[config.mk]
export PLATFORM = sky130hd
export DESIGN_NAME = alu_issue
export DESIGN_NICKNAME = d
export VERILOG_FILES = /design/src/rtl/alu_issue.sv
export SDC_FILE = /design/constraint.sdc
export NUM_CORES = 1
export LEC_CHECK = 0
export CORE_ASPECT_RATIO = 1.4
export CORE_MARGIN = 2
export CORE_UTILIZATION = 53
export CTS_CLUSTER_SIZE = 24
export DETAILED_ROUTE_END_ITERATION = 7
export PLACE_DENSITY = 0.95
export SLEW_MARGIN = 20
export SYNTH_ARGS = -nofsm -noshare
export SYNTH_HDL_FRONTEND = slang
export SYNTH_SLANG_ARGS = --single-unit
[constraint.sdc]
create_clock -name i_clk -period 5.55 [get_ports i_clk]
set_input_delay 0.555 -clock i_clk [delete_from_list [all_inputs] [get_ports i_clk]]
set_output_delay 0.555 -clock i_clk [all_outputs]
set_load 0.01 [all_outputs]
[src/rtl/alu_issue.sv]
// alu_issue: registered RV32I issue stage feeding the ALU operand/opsel interface.
// Decodes a raw instruction into opsel/op1/op2/rd/wen/illegal. The decoded op is
// held in an output register backed by one skid entry, so o_ready comes straight
// from a flop.
// Optional build macro ALU_ISSUE_STATS_EN adds o_issue_cnt / o_illegal_cnt.
//
// state    | meaning
// ---------+-------------------------------------------
// ST_EMPTY | output register invalid, skid empty
// ST_ONE   | output register valid, skid empty
// ST_FULL  | output register and skid both valid
module alu_issue #(
    parameter int XLEN = 32,
    parameter int RD_W = 5
) (
    input  logic            i_clk,
    input  logic            i_rst_n,
    input  logic            i_valid,
    output logic            o_ready,
    input  logic [31:0]     i_inst,
    input  logic [XLEN-1:0] i_rs1_data,
    input  logic [XLEN-1:0] i_rs2_data,
    input  logic [XLEN-1:0] i_pc,
    output logic            o_valid,
    input  logic            i_ready,
    output logic [3:0]      o_opsel,
    output logic [XLEN-1:0] o_op1,
    output logic [XLEN-1:0] o_op2,
    output logic [RD_W-1:0] o_rd,
    output logic            o_wen,
    output logic            o_illegal
`ifdef ALU_ISSUE_STATS_EN
    ,
    output logic [31:0]     o_issue_cnt,
    output logic [31:0]     o_illegal_cnt
`endif
);

    localparam logic [3:0] OP_ADD   = 4'h0;
    localparam logic [3:0] OP_SUB   = 4'h1;
    localparam logic [3:0] OP_SLL   = 4'h2;
    localparam logic [3:0] OP_SLT   = 4'h3;
    localparam logic [3:0] OP_SLTU  = 4'h4;
    localparam logic [3:0] OP_XOR   = 4'h5;
    localparam logic [3:0] OP_SRL   = 4'h6;
    localparam logic [3:0] OP_SRA   = 4'h7;
    localparam logic [3:0] OP_OR    = 4'h8;
    localparam logic [3:0] OP_AND   = 4'h9;
    localparam logic [3:0] OP_PASSB = 4'hA;

    localparam logic [6:0] OPC_OP    = 7'b0110011;
    localparam logic [6:0] OPC_IMM   = 7'b0010011;
    localparam logic [6:0] OPC_LUI   = 7'b0110111;
    localparam logic [6:0] OPC_AUIPC = 7'b0010111;

    localparam logic [6:0] F7_BASE = 7'b0000000;
    localparam logic [6:0] F7_ALT  = 7'b0100000;

    typedef enum logic [1:0] {
        ST_EMPTY = 2'd0,
        ST_ONE   = 2'd1,
        ST_FULL  = 2'd2
    } state_t;

    // ---------------- decode ----------------
    logic [6:0]      w_opc;
    logic [2:0]      w_f3;
    logic [6:0]      w_f7;
    logic [XLEN-1:0] w_imm_i;
    logic [XLEN-1:0] w_imm_u;
    logic [XLEN-1:0] w_shamt;
    logic            w_legal;
    logic [3:0]      w_dec_opsel;
    logic [XLEN-1:0] w_dec_op1;
    logic [XLEN-1:0] w_dec_op2;
    logic [RD_W-1:0] w_dec_rd;
    logic            w_dec_wen;
    logic            w_unused;

    assign w_opc    = i_inst[6:0];
    assign w_f3     = i_inst[14:12];
    assign w_f7     = i_inst[31:25];
    assign w_imm_i  = {{(XLEN-12){i_inst[31]}}, i_inst[31:20]};
    assign w_imm_u  = XLEN'({i_inst[31:12], 12'b0});
    assign w_shamt  = XLEN'(i_inst[24:20]);
    assign w_dec_rd = RD_W'(i_inst[11:7]);
    // Register indices are resolved upstream; only their data arrives here.
    assign w_unused = ^i_inst[19:15];

    // Combinational decode of the incoming instruction; illegal ops zero the operands.
    always_comb begin
        w_legal     = 1'b1;
        w_dec_opsel = OP_ADD;
        w_dec_op1   = '0;
        w_dec_op2   = '0;
        case (w_opc)
            OPC_OP: begin
                w_dec_op1 = i_rs1_data;
                w_dec_op2 = i_rs2_data;
                if (w_f7 == F7_BASE) begin
                    case (w_f3)
                        3'd0: w_dec_opsel = OP_ADD;
                        3'd1: w_dec_opsel = OP_SLL;
                        3'd2: w_dec_opsel = OP_SLT;
                        3'd3: w_dec_opsel = OP_SLTU;
                        3'd4: w_dec_opsel = OP_XOR;
                        3'd5: w_dec_opsel = OP_SRL;
                        3'd6: w_dec_opsel = OP_OR;
                        default: w_dec_opsel = OP_AND;
                    endcase
                end else if (w_f7 == F7_ALT && w_f3 == 3'd0) begin
                    w_dec_opsel = OP_SUB;
                end else if (w_f7 == F7_ALT && w_f3 == 3'd5) begin
                    w_dec_opsel = OP_SRA;
                end else begin
                    w_legal = 1'b0;
                end
            end
            OPC_IMM: begin
                w_dec_op1 = i_rs1_data;
                w_dec_op2 = w_imm_i;
                case (w_f3)
                    3'd0: w_dec_opsel = OP_ADD;
                    3'd1: begin
                        w_dec_opsel = OP_SLL;
                        w_dec_op2   = w_shamt;
                        w_legal     = (w_f7 == F7_BASE);
                    end
                    3'd2: w_dec_opsel = OP_SLT;
                    3'd3: w_dec_opsel = OP_SLTU;
                    3'd4: w_dec_opsel = OP_XOR;
                    3'd5: begin
                        w_dec_op2 = w_shamt;
                        if (w_f7 == F7_BASE) begin
                            w_dec_opsel = OP_SRL;
                        end else if (w_f7 == F7_ALT) begin
                            w_dec_opsel = OP_SRA;
                        end else begin
                            w_legal = 1'b0;
                        end
                    end
                    3'd6: w_dec_opsel = OP_OR;
                    default: w_dec_opsel = OP_AND;
                endcase
            end
            OPC_LUI: begin
                w_dec_opsel = OP_PASSB;
                w_dec_op2   = w_imm_u;
            end
            OPC_AUIPC: begin
                w_dec_opsel = OP_ADD;
                w_dec_op1   = i_pc;
                w_dec_op2   = w_imm_u;
            end
            default: w_legal = 1'b0;
        endcase
        if (!w_legal) begin
            w_dec_opsel = OP_ADD;
            w_dec_op1   = '0;
            w_dec_op2   = '0;
        end
    end

    assign w_dec_wen = w_legal && (w_dec_rd != '0);

    // ---------------- buffer control ----------------
    state_t r_state;
    state_t w_state_nxt;
    logic   r_ready;
    logic   w_out_valid;
    logic   w_accept;
    logic   w_drain;
    logic   w_ld_out_in;
    logic   w_ld_out_skid;
    logic   w_ld_skid;

    assign w_out_valid = (r_state != ST_EMPTY);
    assign w_accept    = i_valid && r_ready;
    assign w_drain     = w_out_valid && i_ready;

    // State register; ready is registered from the next state so it never sees inputs combinationally.
    always_ff @(posedge i_clk or negedge i_rst_n) begin
        if (!i_rst_n) begin
            r_state <= ST_EMPTY;
            r_ready <= 1'b1;
        end else begin
            r_state <= w_state_nxt;
            r_ready <= (w_state_nxt != ST_FULL);
        end
    end

    // Next-state and load-select logic for the output/skid pair.
    always_comb begin
        w_state_nxt   = r_state;
        w_ld_out_in   = 1'b0;
        w_ld_out_skid = 1'b0;
        w_ld_skid     = 1'b0;
        case (r_state)
            ST_EMPTY: begin
                if (w_accept) begin
                    w_state_nxt = ST_ONE;
                    w_ld_out_in = 1'b1;
                end
            end
            ST_ONE: begin
                if (w_accept && w_drain) begin
                    w_ld_out_in = 1'b1;
                end else if (w_accept) begin
                    w_state_nxt = ST_FULL;
                    w_ld_skid   = 1'b1;
                end else if (w_drain) begin
                    w_state_nxt = ST_EMPTY;
                end
            end
            ST_FULL: begin
                if (w_drain) begin
                    w_state_nxt   = ST_ONE;
                    w_ld_out_skid = 1'b1;
                end
            end
            default: w_state_nxt = ST_EMPTY;
        endcase
    end

    // ---------------- data registers ----------------
    logic [3:0]      r_out_opsel, r_skid_opsel;
    logic [XLEN-1:0] r_out_op1,   r_skid_op1;
    logic [XLEN-1:0] r_out_op2,   r_skid_op2;
    logic [RD_W-1:0] r_out_rd,    r_skid_rd;
    logic            r_out_wen,   r_skid_wen;
    logic            r_out_ill,   r_skid_ill;

    // Output register loads from decode or from the skid entry; otherwise it holds.
    always_ff @(posedge i_clk or negedge i_rst_n) begin
        if (!i_rst_n) begin
            r_out_opsel <= '0;
            r_out_op1   <= '0;
            r_out_op2   <= '0;
            r_out_rd    <= '0;
            r_out_wen   <= 1'b0;
            r_out_ill   <= 1'b0;
        end else if (w_ld_out_in) begin
            r_out_opsel <= w_dec_opsel;
            r_out_op1   <= w_dec_op1;
            r_out_op2   <= w_dec_op2;
            r_out_rd    <= w_dec_rd;
            r_out_wen   <= w_dec_wen;
            r_out_ill   <= !w_legal;
        end else if (w_ld_out_skid) begin
            r_out_opsel <= r_skid_opsel;
            r_out_op1   <= r_skid_op1;
            r_out_op2   <= r_skid_op2;
            r_out_rd    <= r_skid_rd;
            r_out_wen   <= r_skid_wen;
            r_out_ill   <= r_skid_ill;
        end
    end

    // Skid entry captures the op accepted while the output is stalled.
    always_ff @(posedge i_clk or negedge i_rst_n) begin
        if (!i_rst_n) begin
            r_skid_opsel <= '0;
            r_skid_op1   <= '0;
            r_skid_op2   <= '0;
            r_skid_rd    <= '0;
            r_skid_wen   <= 1'b0;
            r_skid_ill   <= 1'b0;
        end else if (w_ld_skid) begin
            r_skid_opsel <= w_dec_opsel;
            r_skid_op1   <= w_dec_op1;
            r_skid_op2   <= w_dec_op2;
            r_skid_rd    <= w_dec_rd;
            r_skid_wen   <= w_dec_wen;
            r_skid_ill   <= !w_legal;
        end
    end

    assign o_ready   = r_ready;
    assign o_valid   = w_out_valid;
    assign o_opsel   = r_out_opsel;
    assign o_op1     = r_out_op1;
    assign o_op2     = r_out_op2;
    assign o_rd      = r_out_rd;
    assign o_wen     = r_out_wen;
    assign o_illegal = r_out_ill;

`ifdef ALU_ISSUE_STATS_EN
    logic [31:0] r_issue_cnt;
    logic [31:0] r_illegal_cnt;

    // Issue/illegal counters advance on each downstream transfer and wrap naturally.
    always_ff @(posedge i_clk or negedge i_rst_n) begin
        if (!i_rst_n) begin
            r_issue_cnt   <= '0;
            r_illegal_cnt <= '0;
        end else if (w_drain) begin
            r_issue_cnt <= r_issue_cnt + 32'd1;
            if (r_out_ill) begin
                r_illegal_cnt <= r_illegal_cnt + 32'd1;
            end
        end
    end

    assign o_issue_cnt   = r_issue_cnt;
    assign o_illegal_cnt = r_illegal_cnt;
`endif

endmodule

**After elaboration in Yosys (flattened, before gate mapping)**

Index checks and enable logic that the tools add are counted.

- Equality and inequality tests: 14
- Multiplexer cells: 46
- Reduce and logical (&&, ||, !) cells: 16

Operators by type and width:

| cell | number |
|---|---|
| 32-bit two-way mux | 7 |
| 32-bit one-hot mux with 3 select lines | 1 |
| 32-bit one-hot mux with 2 select lines | 1 |
| 4-bit one-hot mux with 7 select lines | 2 |
| 7-bit by 6-bit equality test with 1-bit output (second input constant) | 3 |
| 4-bit two-way mux | 4 |
| 1-bit two-way mux | 15 |
| 7-bit by 5-bit equality test with 1-bit output (second input constant) | 2 |
| 3-bit two-way mux | 4 |
| 4-bit one-hot mux with 3 select lines | 1 |
| 2-bit two-way mux | 5 |
| 5-bit two-way mux | 2 |
| 3-bit equality test (second input constant) | 3 |
| 7-bit zero test | 1 |
| 3-bit by 2-bit equality test with 1-bit output (second input constant) | 2 |
| 1-bit logical AND | 6 |
| 2-bit one-hot mux with 3 select lines | 1 |
| 2-bit OR reduction | 3 |
| 5-bit nonzero test | 1 |
| 1-bit one-hot mux with 2 select lines | 2 |
| 2-bit nonzero test | 2 |
| 3-bit by 1-bit equality test with 1-bit output (second input constant) | 1 |
| 3-bit zero test | 1 |
| 1-bit one-hot mux with 3 select lines | 1 |
| 5 further kinds | 5 |

- Register bits after elaboration: 153
- Input bits: 132
- Output and inout bits: 77
- Logic and storage cells: 90

**Depth between registers and ports, before layout**

- Depth after elaboration: 8
- Mapped depth: 8
- Mapped depth without buffers: 5

**Worst setup path before layout**

OpenSTA, ideal clock, no wires.

- Path type: input -> register
- From: in i_inst[3]
- To: reg r_out_op1[10] (netlist: o_op1[10])
- Library setup time: 0.092 ns
- Arrival time: 1.936 ns
- Required time: 5.458 ns
- Setup slack: 3.522 ns
- Stages: 6
- Cell sequence: nand2b_1 or3_1 clkbuf_1 clkbuf_1 clkbuf_1 o31ai_2

- Word-level cells in the longest chain between the ends: 5

RTL lines:

| element | RTL line | text |
|---|---|---|
| start: declaration | 20 | `input logic [31:0] i_inst,` |
| 7-bit by 5-bit equality test with 1-bit output / 7-bit by 6-bit equality test with 1-bit output (equally long branches) | 96 | `case (w_opc)` |
| 2-bit OR reduction (no line) | -- |  |
| 1-bit one-hot mux with 3 select lines / 32-bit one-hot mux with 2 select lines (equally long branches) | 96 |  |
| 32-bit two-way mux (*) | 157 | `if (!w_legal) begin` |
| 32-bit two-way mux (*) | 242 | `end else if (w_ld_out_in) begin` |
| end signal: assignment | 244 | `r_out_op1 <= w_dec_op1;` |
| end signal: assignment | 251 | `r_out_op1 <= r_skid_op1;` |
| end: declaration | 227 | `logic [XLEN-1:0] r_out_op1, r_skid_op1;` |

Every way passes the cells marked *; elsewhere a longest branch is shown, timed or not.
A chain may end at the register's enable or synchronous reset.

**Worst setup path after layout**

- From: in i_inst[25]
- To: reg r_skid_op1[12]

- Word-level cells in the longest chain between the ends: 7

RTL lines:

| element | RTL line | text |
|---|---|---|
| 7-bit by 6-bit equality test with 1-bit output | 111, 113, 136 |  |
| 1-bit logical AND | 113 | `end else if (w_f7 == F7_ALT && w_f3 == 3'd5) begin` |
| 1-bit two-way mux | 113 |  |
| 1-bit two-way mux | 111 | `end else if (w_f7 == F7_ALT && w_f3 == 3'd0) begin` |
| 1-bit two-way mux | 100 | `if (w_f7 == F7_BASE) begin` |
| 1-bit one-hot mux with 3 select lines (*) | 96 |  |
| 32-bit two-way mux (*) | 157 |  |
| end signal: assignment | 270 | `r_skid_op1 <= w_dec_op1;` |
| end: declaration | 227 |  |

Marks and branches as above.

==> results_dict.tcl <==
set metrics [dict create \
    cp_max_fo 21 \
    wirelength_mm 23.79 \
    fin_skew_ns 0.01200 \
    syn_to_final_growth_pct 34.32 \
    seq_area_frac_synth_pct 48.91 \
    ctsHoldBuffers 0 \
    start_util_pct 54.21 \
    overflow 0 \
    worst_pin_slew_ns 1.111 \
    numPortBuffers 208 \
    hold_viol 0 \
    fp.dieArea_sq_um 15780 \
    yosys_warnings 0 \
    drt_iter0_drc 629 \
    grt_max_degree 104 \
    ys_top_cells_by_area "dfrtp_1, o31ai_2, a22oi_1" \
    antenna_left 0 \
    slowest_delay_ns 0.82 \
    grt_first_pass_wirelength_mm 37.85 \
    setup_tns_ns 0 \
    final_core_util_pct 72.82 \
    via_per_inst 6.414 \
    setup_violations 0 \
    synth-seq-cells 153 \
    max_freq_mhz 322.1 \
    antenna_cells 0 \
    io_pins 209 \
    async_reset_ff_share_pct 100.0 \
    final_nets 1047 \
    hp-class "in2async" \
    root_buffer "clkbuf_16" \
    startpoint_type "primary input" \
    grt_pass1_vias 7091 \
    slew_violations 0 \
    drt_pass1_iterations 6 \
    powerDensity_nw_per_um2 281.8 \
    relSlewSlack_pct 25.92 \
    die_w_microns 106.7 \
    rsz0062_at_grt "false" \
    yosys.cell_count.top_type "dfrtp_1" \
    slowest_stage "o31a_1" \
    synthCells 756 \
    insertion_delay_ns 0.43 \
    path_cells "clkdlybuf4s50_1 -> nor4_4 -> nand2_2 -> a31oi_4 -> o31a_1 -> buf_4 -> a22o_1" \
    layout-drive-gt1-share_pct 13.04 \
    synth_common_cells "dfrtp_1, nand2_1, a22oi_1" \
    stdcell_count 1117 \
    worstPathRequired_ns 5.91 \
    clk_pin_slew_worst_paths_ns 0.07 \
    leakagePower_nw 4.270 \
    vias 7164 \
    cts_max_level 4 \
    drcViolationCount 0 \
    rows 52 \
    wl_per_cell_microns 21.30 \
    netlist-cell-type-count 54 \
    worstSetupPathType "in2reg" \
    gp_congestion 0.8792 \
    syn_avg_cell_area_sq_um 10.36 \
    hold_ws_ns 0.2185 \
    dp_hpwl_mm 15.10 \
    placed_cells 1084 \
    clockBufferDepth 2 \
    ctsResizeCount 0 \
    min_period_ns 3.105 \
    cts_tree "done" \
    outcome "complete, no violations" \
    post_cts_buffers 0 \
    syn_nets 888 \
    crit_path_end_kind "flop" \
    cts_sinks 153 \
    total_power_mw 2.964 \
    antenna_found_initial 0 \
    syn_area_sq_um 7830 \
    nFillCells 1004 \
    fin_crit_sh_pct 55.95 \
    grt_use_total_pct 30.60 \
    cp.arrival_ns 3.47 \
    die_h_microns 147.8 \
    synth_edf_count 0 \
    maxCapViolCount 0 \
    synth_area_leader_cell "dfrtp_1" \
    yosysTopAreaCellShare_pct 48.58 \
    synth_flop_cell "dfrtp_1" \
    peakVddDrop_uv 169.5 \
    core_sq_um 14440 \
    cts_inserted_buffers 17 \
]
[layout make-up]
cell class | instances | area [sq um] | area share [%]
flip-flops and latches | 153 | 3830 | 36.41
inverters | 26 | 97.59 | 0.9279
clock inverters | 11 | 133.9 | 1.273
clock buffers | 21 | 480.5 | 4.568
multi-input cells | 499 | 3571 | 33.95
repair buffers | 218 | 2168 | 20.62
well taps | 189 | 236.5 | 2.248
[critical path: cells and delay by family]
kind,cells,cell delay (ns)
AOI/OAI and AO/OA,3,1.32
buffers and inverters,2,0.87
and+or+nand+nor,2,0.71
[worst paths after layout]
kind / cells past startpoint / startpoint / endpoint / slack (ns)
worst max-delay path: 7 / i_inst[25] / r_skid_op1[12]$_DFFE_PN0P_ / 2.44
worst min-delay path: 1 / i_rst_n / r_skid_rd[0]$_DFFE_PN0P_ / 0.22
worst max register to register: 6 / o_ready$_DFF_PN1_ / o_op1[7]$_DFFE_PN0P_ / 2.55
worst min register to register: 2 / r_skid_op2[3]$_DFFE_PN0P_ / r_skid_op2[3]$_DFFE_PN0P_ / 0.48
max in group asynchronous: 2 / i_rst_n / o_op1[12]$_DFFE_PN0P_ / 4.09
min in group i_clk: 2 / r_skid_op2[3]$_DFFE_PN0P_ / r_skid_op2[3]$_DFFE_PN0P_ / 0.48
[cells by family (layout without fill, tap and decap cells)]
logic type / Yosys count / count (layout) / synth area share, %
buf+inv: 104 / 276 / 5.912
mux: 12 / 12 / 1.630
xor+xnor: 1 / 1 / 0.1119
flops: 153 / 153 / 48.91
simple gates: 179 / 179 / 11.59
compound gates: 307 / 307 / 31.85
[state kept, by name, summed over array words and instances (netlist names)]
| register | count |
|---|---|
| o_illegal | 1 |
| o_op1 | 32 |
| o_op2 | 32 |
| o_opsel | 4 |
| o_rd | 5 |
| o_ready | 1 |
| o_wen | 1 |
| r_skid_ill | 1 |
| r_skid_op1 | 32 |
| r_skid_op2 | 32 |
| r_skid_opsel | 4 |
| r_skid_rd | 5 |
| r_skid_wen | 1 |
| r_state | 2 |
[layout by cell type (no fill, tap or decap), types with 3 or more instances in the layout]
cell,instances
a211oi_1,3
a21oi_1,41
a221o_1,19
a222oi_1,5
a22o_1,39
a22oi_1,67
a31oi_1,3
buf_4,9
clkbuf_16,17
clkbuf_8,4
clkdlybuf4s50_1,205
clkinv_4,3
dfrtp_1,152
inv_1,26
inv_6,4
mux2_2,6
mux2i_1,6
nand2_1,68
nand2b_1,3
nand3_1,4
nor2_1,8
nor2b_1,39
nor3_1,36
o21ai_0,20
o21ai_1,31
o31ai_1,11
o31ai_2,52
or2_2,3
[through the flow]
| stage | instance area, sq um | worst slack [ns] |
|---|---|---|
| after CTS | 10480 | 2.497 |
| after detailed placement | 9866 | 2.073 |
| after floorplan | 7830 | 3.522 |
| final | 10520 | 2.445 |
| after global routing | 10520 | 2.284 |
| after global placement | 9866 | 2.193 |
[report_power, final]
group,internal (mW),switching [mW],total (mW),leakage (nW)
clock network,0.718,0.488,1.21,0.301
registers,1.17,0.0380,1.21,2.11
logic,0.228,0.318,0.546,1.86
total,2.12,0.844,2.96,4.27
[routing by layer]
metal / routed length, microns / global-route usage [%] / up-vias
met1: 8882 / 38.70 / 3487
li1: - / - / 3148
met2: 11860 / 49.59 / 445
met5: 0 / 0 / -
met4: 987 / 13.83 / 0
met3: 2064 / 7.628 / 84
Note: power is estimated with default switching activity, not from simulation.
